$ cat config.mk
export PLATFORM = sky130hd
export DESIGN_NAME = ahb_resp_mux
export DESIGN_NICKNAME = d
export VERILOG_FILES = /design/src/rtl/ahb_resp_mux.sv
export SDC_FILE = /design/constraint.sdc
export NUM_CORES = 1
export LEC_CHECK = 0
export ABC_AREA = 0
export BUFFER_PORTS_ARGS = -buffer_cell sky130_fd_sc_hd__buf_2
export CAP_MARGIN = 40
export CORE_ASPECT_RATIO = 1.5
export CORE_MARGIN = 8
export CORE_UTILIZATION = 28
export DETAILED_ROUTE_END_ITERATION = 12
export GPL_ROUTABILITY_DRIVEN = 0
export GPL_TIMING_DRIVEN = 0
export PLACE_DENSITY = 0.83
export SYNTH_ARGS = -nofsm -noshare
export SYNTH_HDL_FRONTEND = slang
export SYNTH_SLANG_ARGS = --single-unit
$ cat constraint.sdc
create_clock -name Hclk -period 1.5 [get_ports Hclk]
set_clock_uncertainty 0.15 [all_clocks]
set_input_delay 0.225 -clock Hclk [delete_from_list [all_inputs] [get_ports Hclk]]
set_output_delay 0.225 -clock Hclk [all_outputs]
set_load 0.01 [all_outputs]
$ cat src/rtl/ahb_resp_mux.sv
// rtl/ahb_resp_mux.sv - AHB data-phase response multiplexer with built-in default slave
//
// Registers the decoder's one-hot address-phase select on every edge where the
// bus is ready. It then routes the selected slave's read data, ready and
// response back to the master during the data phase. When no slave was
// selected, a small default-slave FSM answers instead. It gives a zero-wait
// OKAY for IDLE/BUSY transfers and a two-cycle ERROR for NONSEQ/SEQ transfers.
//
// Ports:
//   Hclk, Hresetn  - bus clock; synchronous active-low reset
//   Hsel           - address-phase one-hot (or zero) slave select from the decoder
//   Htrans         - master transfer type (IDLE/BUSY/NONSEQ/SEQ)
//   Hrdata_s       - packed slave read data, slave i at [i*DATA_WIDTH +: DATA_WIDTH]
//   Hreadyout_s    - per-slave ready
//   Hresp_s        - per-slave response (0 OKAY, 1 ERROR)
//   Hrdata         - read data to the master
//   Hready         - global ready, also fed back to every slave
//   Hresp          - response to the master
//   Hsel_dp        - registered data-phase select (debug/monitoring)

`ifndef NUM_SLAVES
`define NUM_SLAVES 4
`endif
`ifndef DATA_WIDTH
`define DATA_WIDTH 32
`endif

module ahb_resp_mux #(
  parameter int NUM_SLAVES = `NUM_SLAVES,
  parameter int DATA_WIDTH = `DATA_WIDTH
) (
  input  logic                             Hclk,
  input  logic                             Hresetn,
  input  logic [NUM_SLAVES-1:0]            Hsel,
  input  logic [1:0]                       Htrans,
  input  logic [NUM_SLAVES*DATA_WIDTH-1:0] Hrdata_s,
  input  logic [NUM_SLAVES-1:0]            Hreadyout_s,
  input  logic [NUM_SLAVES-1:0]            Hresp_s,
  output logic [DATA_WIDTH-1:0]            Hrdata,
  output logic                             Hready,
  output logic                             Hresp,
  output logic [NUM_SLAVES-1:0]            Hsel_dp
);

  typedef enum logic [1:0] {
    DS_IDLE = 2'd0,
    DS_ERR1 = 2'd1,
    DS_ERR2 = 2'd2
  } ds_state_e;

  ds_state_e              state_q, state_d;
  logic [NUM_SLAVES-1:0]  sel_q, sel_d;
  logic                   unmapped_act;

  assign Hsel_dp = sel_q;

  // Response source: the default slave answers unless a mapped slave owns the
  // data phase. The mapped path stays purely combinational from the slave inputs.
  always_comb begin
    Hready = 1'b1;
    Hresp  = 1'b0;
    Hrdata = '0;
    case (state_q)
      DS_ERR1: begin
        Hready = 1'b0;
        Hresp  = 1'b1;
      end
      DS_ERR2: begin
        Hready = 1'b1;
        Hresp  = 1'b1;
      end
      default: begin
        Hready = 1'b1;
        Hresp  = 1'b0;
      end
    endcase
    for (int i = 0; i < NUM_SLAVES; i++) begin
      if (sel_q[i]) begin
        Hready = Hreadyout_s[i];
        Hresp  = Hresp_s[i];
        Hrdata = Hrdata_s[i*DATA_WIDTH +: DATA_WIDTH];
      end
    end
  end

  // Next-state logic. A new address phase is accepted only when Hready is high.
  // ERR1 drives Hready low, so it always advances to ERR2. A mapped slave
  // stretching its data phase keeps the default slave parked in IDLE.
  always_comb begin
    unmapped_act = (Hsel == '0) && ((Htrans == 2'b10) || (Htrans == 2'b11));
    sel_d        = sel_q;
    state_d      = state_q;
    if (Hready) begin
      sel_d   = Hsel;
      state_d = unmapped_act ? DS_ERR1 : DS_IDLE;
    end else if (state_q == DS_ERR1) begin
      state_d = DS_ERR2;
    end else begin
      state_d = DS_IDLE;
    end
  end

  always_ff @(posedge Hclk) begin
    if (!Hresetn) begin
      sel_q   <= '0;
      state_q <= DS_IDLE;
    end else begin
      sel_q   <= sel_d;
      state_q <= state_d;
    end
  end

endmodule

### Word-level counts from Yosys, hierarchy flattened

Index checks and enable logic that the tools add are counted.

| word-level totals | value |
|---|---|
| output and inout port bits | 38 |
| bits in registers | 6 |
| bits of input ports | 144 |
| word-level logic and storage cells | 27 |

| operators by class | value |
|---|---|
| mux-type cells | 17 |
| reduce and logical (&&, ||, !) cells | 4 |
| equal/unequal tests | 4 |

Operators with widths:

| kind | count |
|---|---|
| 2-to-1 mux 32 bit | 4 |
| 2-to-1 mux 1 bit | 11 |
| == test 2 bit (second input constant) | 3 |
| zero test 4 bit | 1 |
| 2-to-1 mux 2 bit | 2 |
| == test 2 x 1 -> 1 bit (second input constant) | 1 |
| OR reduction 2 bit | 1 |
| logical AND 1 bit | 1 |
| logical OR 1 bit | 1 |

### Depth between registers and ports, before layout

Gate-level depths: netlist of the first run.

| depth | value |
|---|---|
| depth after elaboration | 7 |
| gate-level depth with buffers | 6 |
| mapped depth without buffers | 6 |

### Least setup slack after synthesis of the first run

OpenSTA, ideal clock, no wires.

| timing | value |
|---|---|
| path type | register -> output |
| from | register sel_q[0], in the netlist Hsel_dp[0] |
| to | output port Hrdata[10] |
| data required time | 1,125 ps |
| setup slack | -195 ps |
| cell stages (with the launch flop) | 6 |
| arrival | 1,320 ps |
| path buffers | 2 |
| cells stage by stage | dfxtp_1 -> nor2b_1 -> clkbuf_2 -> buf_2 -> a221oi_1 -> o31ai_1 |

| on the way | value |
|---|---|
| cells in the longest elaborated chain, start to end | 4 |

Ends and longest elaborated chain:

| element | RTL line | source |
|---|---|---|
| from (decl) | 52 | `logic [NUM_SLAVES-1:0] sel_q, sel_d;` |
| from (signal assigned) | 108 | `sel_q <= sel_d;` |
| 2-to-1 mux 32 bit (4 in a row) | 78 | `if (sel_q[i]) begin` |
| to (decl) | 39 | `output logic [DATA_WIDTH-1:0] Hrdata,` |

No other way between the ends.

### Worst setup path after layout of the first run

| timing | value |
|---|---|
| from | register sel_q[0], in the netlist Hsel_dp[0] |
| to | output port Hrdata[17] |

The elaborated chain is that of the path after synthesis.

==> results of run 1 <==
-- cell type report --
cell class                      count  area, µm²
Fill cell                         346       1292
Tap cell                           48      60.06
Multi-Input combinational cell    162       1689
Sequential cell                     6      132.6
Inverter                            1      3.754
Clock buffer                        4      45.04
Buffer                             23      285.3
Timing Repair Buffer              185      958.4
-- worst max-delay path by stage --
stage                            end  startpoint  cells past startpoint
after floorplan            Hrdata[2]  Hsel_dp[0]                      5
after global placement    Hrdata[15]  Hsel_dp[3]                      5
after detailed placement  Hrdata[17]  Hsel_dp[3]                      5
after CTS                 Hrdata[17]  Hsel_dp[0]                      6
after global routing      Hrdata[15]  Hsel_dp[0]                      6
final                     Hrdata[17]  Hsel_dp[0]                      6
-- repair_timing --
action | CTS | global route
cloned | 0 | 1
endpoints found under the setup margin | 37 | 40
setup buffers | 5 | 0
pin swaps | 5 | 5
gates resized for setup | 81 | 35
-- registers in the layout, indices dropped and copies added, names as in the netlist --
name,cells
Hsel_dp,4
state_q,2
-- metal layers --
| layer | routed length, µm | GRT usage | vias up |
|---|---|---|---|
| met5 | 0 | 0 | - |
| met4 | 230 | 0.08857 | 0 |
| met3 | 712 | 0.05996 | 23 |
| met2 | 4630 | 0.4290 | 126 |
| met1 | 2751 | 0.2088 | 1055 |
| li1 | - | - | 1110 |
-- stage by stage --
stage | setup TNS, ns | setup WS, ns | hold slack (ns) | instances | util
2_1_floorplan | -0.5890 | -0.02118 | 0.2065 | 192 | -
3_3_place_gp | -11.27 | -0.4025 | 0.3192 | 419 | 0.5437
3_5_place_dp | -11.97 | -0.4014 | 0.3262 | 419 | 0.5437
4_1_cts | -11.81 | -0.3890 | 0.08793 | 428 | 0.6616
5_1_grt | -13.23 | -0.4082 | 0.1206 | 429 | 0.7106
6_report | -11.04 | -0.3654 | 0.08637 | 429 | 0.7106
-- kinds of logic after synthesis --
kind of cell / count (synthesis)
AO/OA/AOI/OAI: 71
adder cells (fa/ha/maj): 1
buffers and inverters: 24
flip-flops: 6
multiplexers: 3
AND/OR/NAND/NOR: 87
-- layout by cell type, fill, tap and decap left out, drive strengths merged --
| cell type | count |
|---|---|
| o21ai | 2 |
| a21oi | 1 |
| buf | 198 |
| a211oi | 1 |
| nor2 | 7 |
| nand2 | 42 |
| o31a | 1 |
| a221oi | 33 |
| mux2i | 3 |
| a21bo | 1 |
| nor4b | 1 |
| and2 | 1 |
| o31ai | 32 |
| ha | 1 |
| clkbuf | 14 |
| inv | 1 |
| nor2b | 36 |
| dfxtp | 6 |
-- power breakdown --
group | switching (mW) | internal, mW
sequential | 0.0429 | 0.191
clock | 0.0814 | 0.184
combinational | 1.42 | 1.46
total | 1.55 | 1.84
-- critical path: stages, from the launching register on --
cell      delay [ns]
dfxtp_4         0.33
nor2b_4         0.14
buf_8           0.14
buf_12          0.16
a221oi_4        0.07
o31ai_2         0.23
buf_2           0.18
==> results.md, run 1 <==
Min path:
- The startpoint of the tightest hold check path is Hsel[3].
- The tightest min-delay check is of the input pin to register type.
- The end of the worst hold path is state_q[0].
- The worst hold path stage count is 4.

Global routing:
- The number of antenna violations at the first check in global routing was 0.
- Entering global routing, the biggest net connects 11 pins.
- Global routing finished with a remaining overflow of 0.
- The number of global-route vias before repair is 2,607.
- For this run, the total global-route usage over all layers was measured as 0.2216.
- The wire length of the first global-routing pass is 12.81 mm.

Cells and area:
- At the end of the flow, the number of nets in the layout was 527.
- The area growth from synthesis to layout is 148.0%.
- Of the cells placed in the final design, the portion with a size suffix greater than 1 is 0.7559.
- The final instance area is 3174 µm².
- The number of inserted diodes is 0.

Logic synthesis:
- After synthesis, the largest family of logic cells by area is compound AO/OA/AOI/OAI gates.
- Of the total synthesized cell area, the portion taken by full adders, half adders and majority gates is 0.009775.
- The top cell type's share of synthesized area is 0.2190.
- The parity-gate share of the synthesized area counting xor and xnor cells is 0.
- The post-synthesis instance area is 1280 µm².
- When the netlist entered floorplanning its net count stood at 337.
- Of the total synthesized cell area, the portion taken by AND, OR, NAND and NOR gates is 0.3372.
- The async set-reset flop share out of synthesis is 0.
- In this run, synthesis produced a sequential element count of 6.
- For this run, the leading register cell type out of synthesis is dfxtp_1.
- Among all cell types in the netlist, the one instantiated most often is nand2_1.
- After synthesis, the cell types taking the most area are a221oi_1 (22%), o31ai_1 (19%), nor2b_1 (17%).
- The number of instances in the synthesized netlist is 192.
- Ranked by instance count, the synthesized netlist is headed by nand2_1 (42), nor2b_1 (35), a221oi_1 (32), o31ai_1 (32), clkbuf_1 (12).
- During synthesis, Yosys emitted a total of 0 warnings.
- In this run, distinct cell masters in the synthesized netlist total 23.
- The mean instance size in the synthesized netlist is 6.667 µm².
- The complex-gate fraction of the synthesized area is 0.4536.
- The share of cell area taken by muxes after synthesis is 0.02346.
- The count of flip-flops with a built-in enable after synthesis is 0.
- The register area share after synthesis is 0.09384.
- The cell accounting for the most synthesized area is a221oi_1.

Power and ir drop:
- The static leakage is 1.471 nW.
- Summing internal, switching and leakage power gives 3.384 mW.
- The worst-case IR drop observed on VDD is 0.0007173 V.
- For this design the ratio of total power to cell area is 1066 nW/µm².

Worst setup path:
- The terminus of the critical flop-to-flop path is Hsel_dp[1].
- The largest fanout on the critical path is 10.
- Across all register-to-register paths, the minimum setup slack is -0.12 ns.
- The capturing element type of the critical path is an output pin.
- For the worst flop-to-flop path, the logic depth is 7.
- STA puts the critical path data required time at 1.12 ns.
- The launch instance of the worst register-to-register path is Hsel_dp[1].
- Data on the critical path arrives at its endpoint at 1.49 ns.
- The critical path is of the register to output pin type.
- The worst setup path is launched from a register.

Floorplan:
- For this configuration, the core starts out at a cell density of 0.2866.
- The die is 98.81 µm tall.
- The area of the core is 4467 µm².
- For this design the top-level I/O count stands at 182.
- The floorplan has 30 rows.
- The die area is 7035 µm².
- The horizontal die dimension is 71.21 µm.

Detailed routing:
- The mean number of vias per cell is 5.394.
- After detailed routing, the number of remaining DRC violations is 0.
- The vias after detailed routing is 2,314.
- The number of search-and-repair iterations in the first detailed-routing pass is 4.
- Summed over all layers, the routed wires come to 8.325 mm.
- After detailed routing, the average wire length per cell comes to 19.41 µm.
- The detail route stage leaves a number of antenna-violating nets equal to 0.
- In this run, the number of DRC markers left after iteration 0 of detailed routing was 88.

CTS:
- The clock reaches the later pin of the worst-skew pair after 0.23 ns.
- The number of sinks driven by the clock tree is 6.
- Clock tree synthesis selected as its root buffer the cell clkbuf_8.
- The H-tree level count is 1.
- Clock-pin slew was measured on the worst setup and hold paths at 0.04 ns.
- The count of hold buffers inserted by post-cts repair is 0.
- The clock buffer count from CTS is 3.
- TritonCTS built the clock tree.
- The maximum buffer depth of the clock tree is 2.

Outcome:
- The run finished, with violations left.
- The final reports fail on negative setup slack.

STA:
- The number of endpoints failing setup at the final stage is 38.
- For the pin with the worst max-slew slack, the measured transition is 0.4479 ns.
- Setup repair after global routing could not meet its margin everywhere.
- The final-report hold violation count was 0.
- In this run the tightest slew margin relative to its limit is 0.6972.
- The final-report max-slew violation count is 0.
- Of the available clock period, the critical path in the final layout requires 1.244.
- The clock period minus worst slack is 1.865 ns.
- Once routing completed, OpenROAD measured the worst setup slack at -0.3654 ns.
- Derived from the worst setup path, the maximum achievable clock frequency is 536.1 MHz.

Placed design:
- Summed over all nets, the half-perimeter wirelength after detailed placement is 6.322 mm.
- Input and output buffers added on the ports amount to 179.
- In this run the cell area measured after placement is 2429 µm².

Run:
- The number of maximum-capacitance violations is 0.
Power figures use the tool's default switching activity.
==> run 2: changes to the inputs <==
==> constraint.sdc (replaced) <==
create_clock -name Hclk -period 1.5 [get_ports Hclk]
set_clock_uncertainty 0.15 [all_clocks]
set_input_delay 0.075 -clock Hclk [delete_from_list [all_inputs] [get_ports Hclk]]
set_output_delay 0.075 -clock Hclk [all_outputs]
set_load 0.01 [all_outputs]
==> run 2 against run 1 <==
  * The run still ends with negative setup slack left
  * Global-route usage rose by 0.41 points
  * First-iteration DRC count grew 52%
  * Critical path depth unchanged
  * Power rose by 5.7%
  * Sequential share of layout area down 0.15 points
  * Via count grew 2.1%
  * Sequential cell count unchanged
  * Sequential power about the same
  * Utilization grew 4.1 points
  * Final cell count is 1.6% higher
  * Clock power decreased by 4%
  * Count of clock-buffer cells in the layout fell by 1
==> results.md, run 2 (synthesis results as in run 1) <==
Cells and area:
- The number of antenna diodes in the final layout is 0.
- For this run, the share of the core covered by cells in the final layout is 0.7513.
- The top cell types in the final layout, fill and taps aside, are buf_2 (181), nand2_1 (42), nor2b_1 (34), o31ai_2 (31), a221oi_4 (26).
- The multi-input logic area is 1747 µm².
- The library cell used most frequently in the layout, excluding fill and tap cells, is buf_2.
- At the end of the flow, the number of nets in the layout was 535.
- The number of inserted filler cells in the final layout is 327.
- The flip-flop count of the largest register, all copies and words added is 4.
- The share of cells above drive strength 1 is 0.7577.
- Summing all flip-flop and latch instances after layout gives 135.1 µm².
- The layout overhead on the synthesized area is 162.2%.

Min path:
- The worst hold path stage count is 3.
- The end of the worst hold path is state_q[1].
- The path class of the tightest hold or removal check is input pin to register.
- The startpoint of the tightest hold check path is Hresetn.

Outcome:
- The final reports fail on negative setup slack.
- The run finished, with violations left.

CTS:
- Counting along the longest clock path gives a buffer depth of 2.
- The insertion delay of the later-clocked pin in the worst-skew pair is 0.23 ns.
- In this run the number of H-tree levels came out at 1.
- The clock slew seen by the registers of the worst setup and hold paths is 0.04 ns.
- The number of sinks driven by the clock tree is 6.
- In this run the clock root is driven by a clkbuf_8.
- Clock tree synthesis inserted a total of 3 buffers.
- The TritonCTS clock tree is done.

Global routing:
- The number of antenna violations at the first check in global routing is 0.
- The residual overflow from global routing is 0.
- Across every metal layer, demand over resource in global routing totals 0.2258.
- The number of global-route vias before repair is 2,601.
- Entering global routing, the biggest net connects 11 pins.
- The first global-routing pass estimated 13.01 mm of wire.

Detailed routing:
- After detailed routing, the number of vias per cell comes to 5.417.
- The post-detailed-route count of antenna-violating nets is 0.
- The detailed router finished its first iteration with 134 violations.
- The wire length per cell after detailed routing is 20.06 µm.
- The final layout contains routed wiring with a total length of 8.746 mm.
- The first TritonRoute pass finished after 4 iterations.
- For this run, design rule violations remaining after detail routing come to 0.
- The vias after detailed routing is 2,362.

Worst setup path:
- By startpoint and endpoint, the worst setup path is classified as register to output pin.
- The required time of the critical path is 1.27 ns.
- The worst setup path is captured at an output pin.
- The critical path startpoint category is a register.
- The endpoint arrival time on the critical path is 1.49 ns.
- The terminus of the critical flop-to-flop path is Hsel_dp[2].
- The largest fanout on the critical path is 8.
- The worst register-to-register path begins at Hsel_dp[1].
- The minimum setup slack among reg-to-reg paths is 0.02 ns.
- For the worst flop-to-flop path, the logic depth is 6.

Floorplan:
- The area of the core is 4467 µm².
- In this run the vertical extent of the chip is 98.81 µm.
- The effective utilization at floorplan is 0.2866.
- In this run the core area contains 30 standard-cell rows.
- The die covers 7035 µm².
- The top-level I/O count is 182.
- From left edge to right edge, the die measures 71.21 µm.

Run:
- Max-cap violations in this run came to 0.

Power and ir drop:
- For this design the ratio of total power to cell area is 1066 nW/µm².
- The worst supply voltage drop on vdd is 0.0006902 V.
- The static leakage is 1.537 nW.

STA:
- Based on the critical path, the design can be clocked at up to 584.2 MHz.
- The final-report hold violation count is 0.
- The final period utilization is 1.141.
- Subtracting the final worst setup slack from the clock period gives 1.712 ns.
- In this run the tightest slew margin relative to its limit is 0.7561.
- Setup repair after global routing could not meet its margin everywhere.
- Setup slack on the critical path of the routed design comes to -0.2119 ns.
- The final-report max-slew violation count is 0.
- The transition time of the tightest slew-check pin is 0.3608 ns.
- Setup violations remaining at the end of the flow were counted as 34.

Placed design:
- Buffers placed on the I/O ports in this run total 179.
- After legalization and detailed placement, the total HPWL measured 6.171 mm.
- At the placement stage, the worst setup path has a slack of -0.3116 ns.
==> run 2: what timing repair did <==
item | CTS | global route
hold endpoints to repair | 5 | 0
hold buffers | 4 | 0
pin swaps | 5 | 8
setup endpoints to repair | 37 | 38
buffers inserted | 6 | 1
gates resized for setup | 98 | 47
cloned | 1 | 2
==> run 2: how the worst max path moves through the flow <==
stage,startpoint,to,slack (ns),cells past startpoint
detailed placement,Hsel_dp[3],Hrdata[31],-0.31,5
global placement,Hsel_dp[3],Hrdata[0],-0.32,5
global route,state_q[1],Hresp,-0.27,7
floorplan,Hsel_dp[3],Hresp,-0.01,3
CTS,Hsel_dp[0],Hrdata[26],-0.23,6
finish,Hsel_dp[0],Hrdata[24],-0.21,6
==> run 2: stage by stage <==
stage,hold WS [ns],setup TNS [ns],instance area (µm²),total power [mW],instances
4_1_cts,0.04082,-6.646,3035,3.163,433
3_3_place_gp,0.1668,-7.698,2386,2.189,419
5_1_grt,0.06029,-7.682,3356,3.791,436
6_report,0.03957,-5.776,3356,3.577,436
2_1_floorplan,0.06711,-0.01189,1430,1.466,192
3_5_place_dp,0.1756,-7.788,2386,2.226,419
==> run 2: critical path, stage by stage, from the launching register on <==
cell       delay [ns]
dfxtp_4          0.33
nor2b_4          0.12
buf_12           0.14
clkbuf_16        0.16
a221oi_4         0.26
o31ai_2          0.08
buf_2            0.15
==> run 2: per-layer routing <==
metal | wire [µm] | global-route usage | vias to the layer above
met3 | 714 | 0.07215 | 19
met1 | 2866 | 0.2018 | 1097
met2 | 4922 | 0.4560 | 120
met5 | 0 | 0 | -
li1 | - | - | 1126
met4 | 242 | 0.05958 | 0
==> run 2: layout make-up <==
| cell class | instances | share of cell area |
|---|---|---|
| plain buffers | 23 | 0.08688 |
| clock buffers | 3 | 0.01230 |
| inverters | 1 | 0.001119 |
| multi-input cells | 162 | 0.5205 |
| flip-flops and latches | 6 | 0.04027 |
| well taps | 48 | 0.01790 |
| repair buffers | 193 | 0.3210 |
==> run 2: power breakdown <==
part           switching [mW]  total (mW)  internal (mW)
registers              0.0439       0.236          0.192
clock network          0.0806       0.254          0.173
logic                    1.50        3.09           1.58
total                    1.63        3.58           1.95
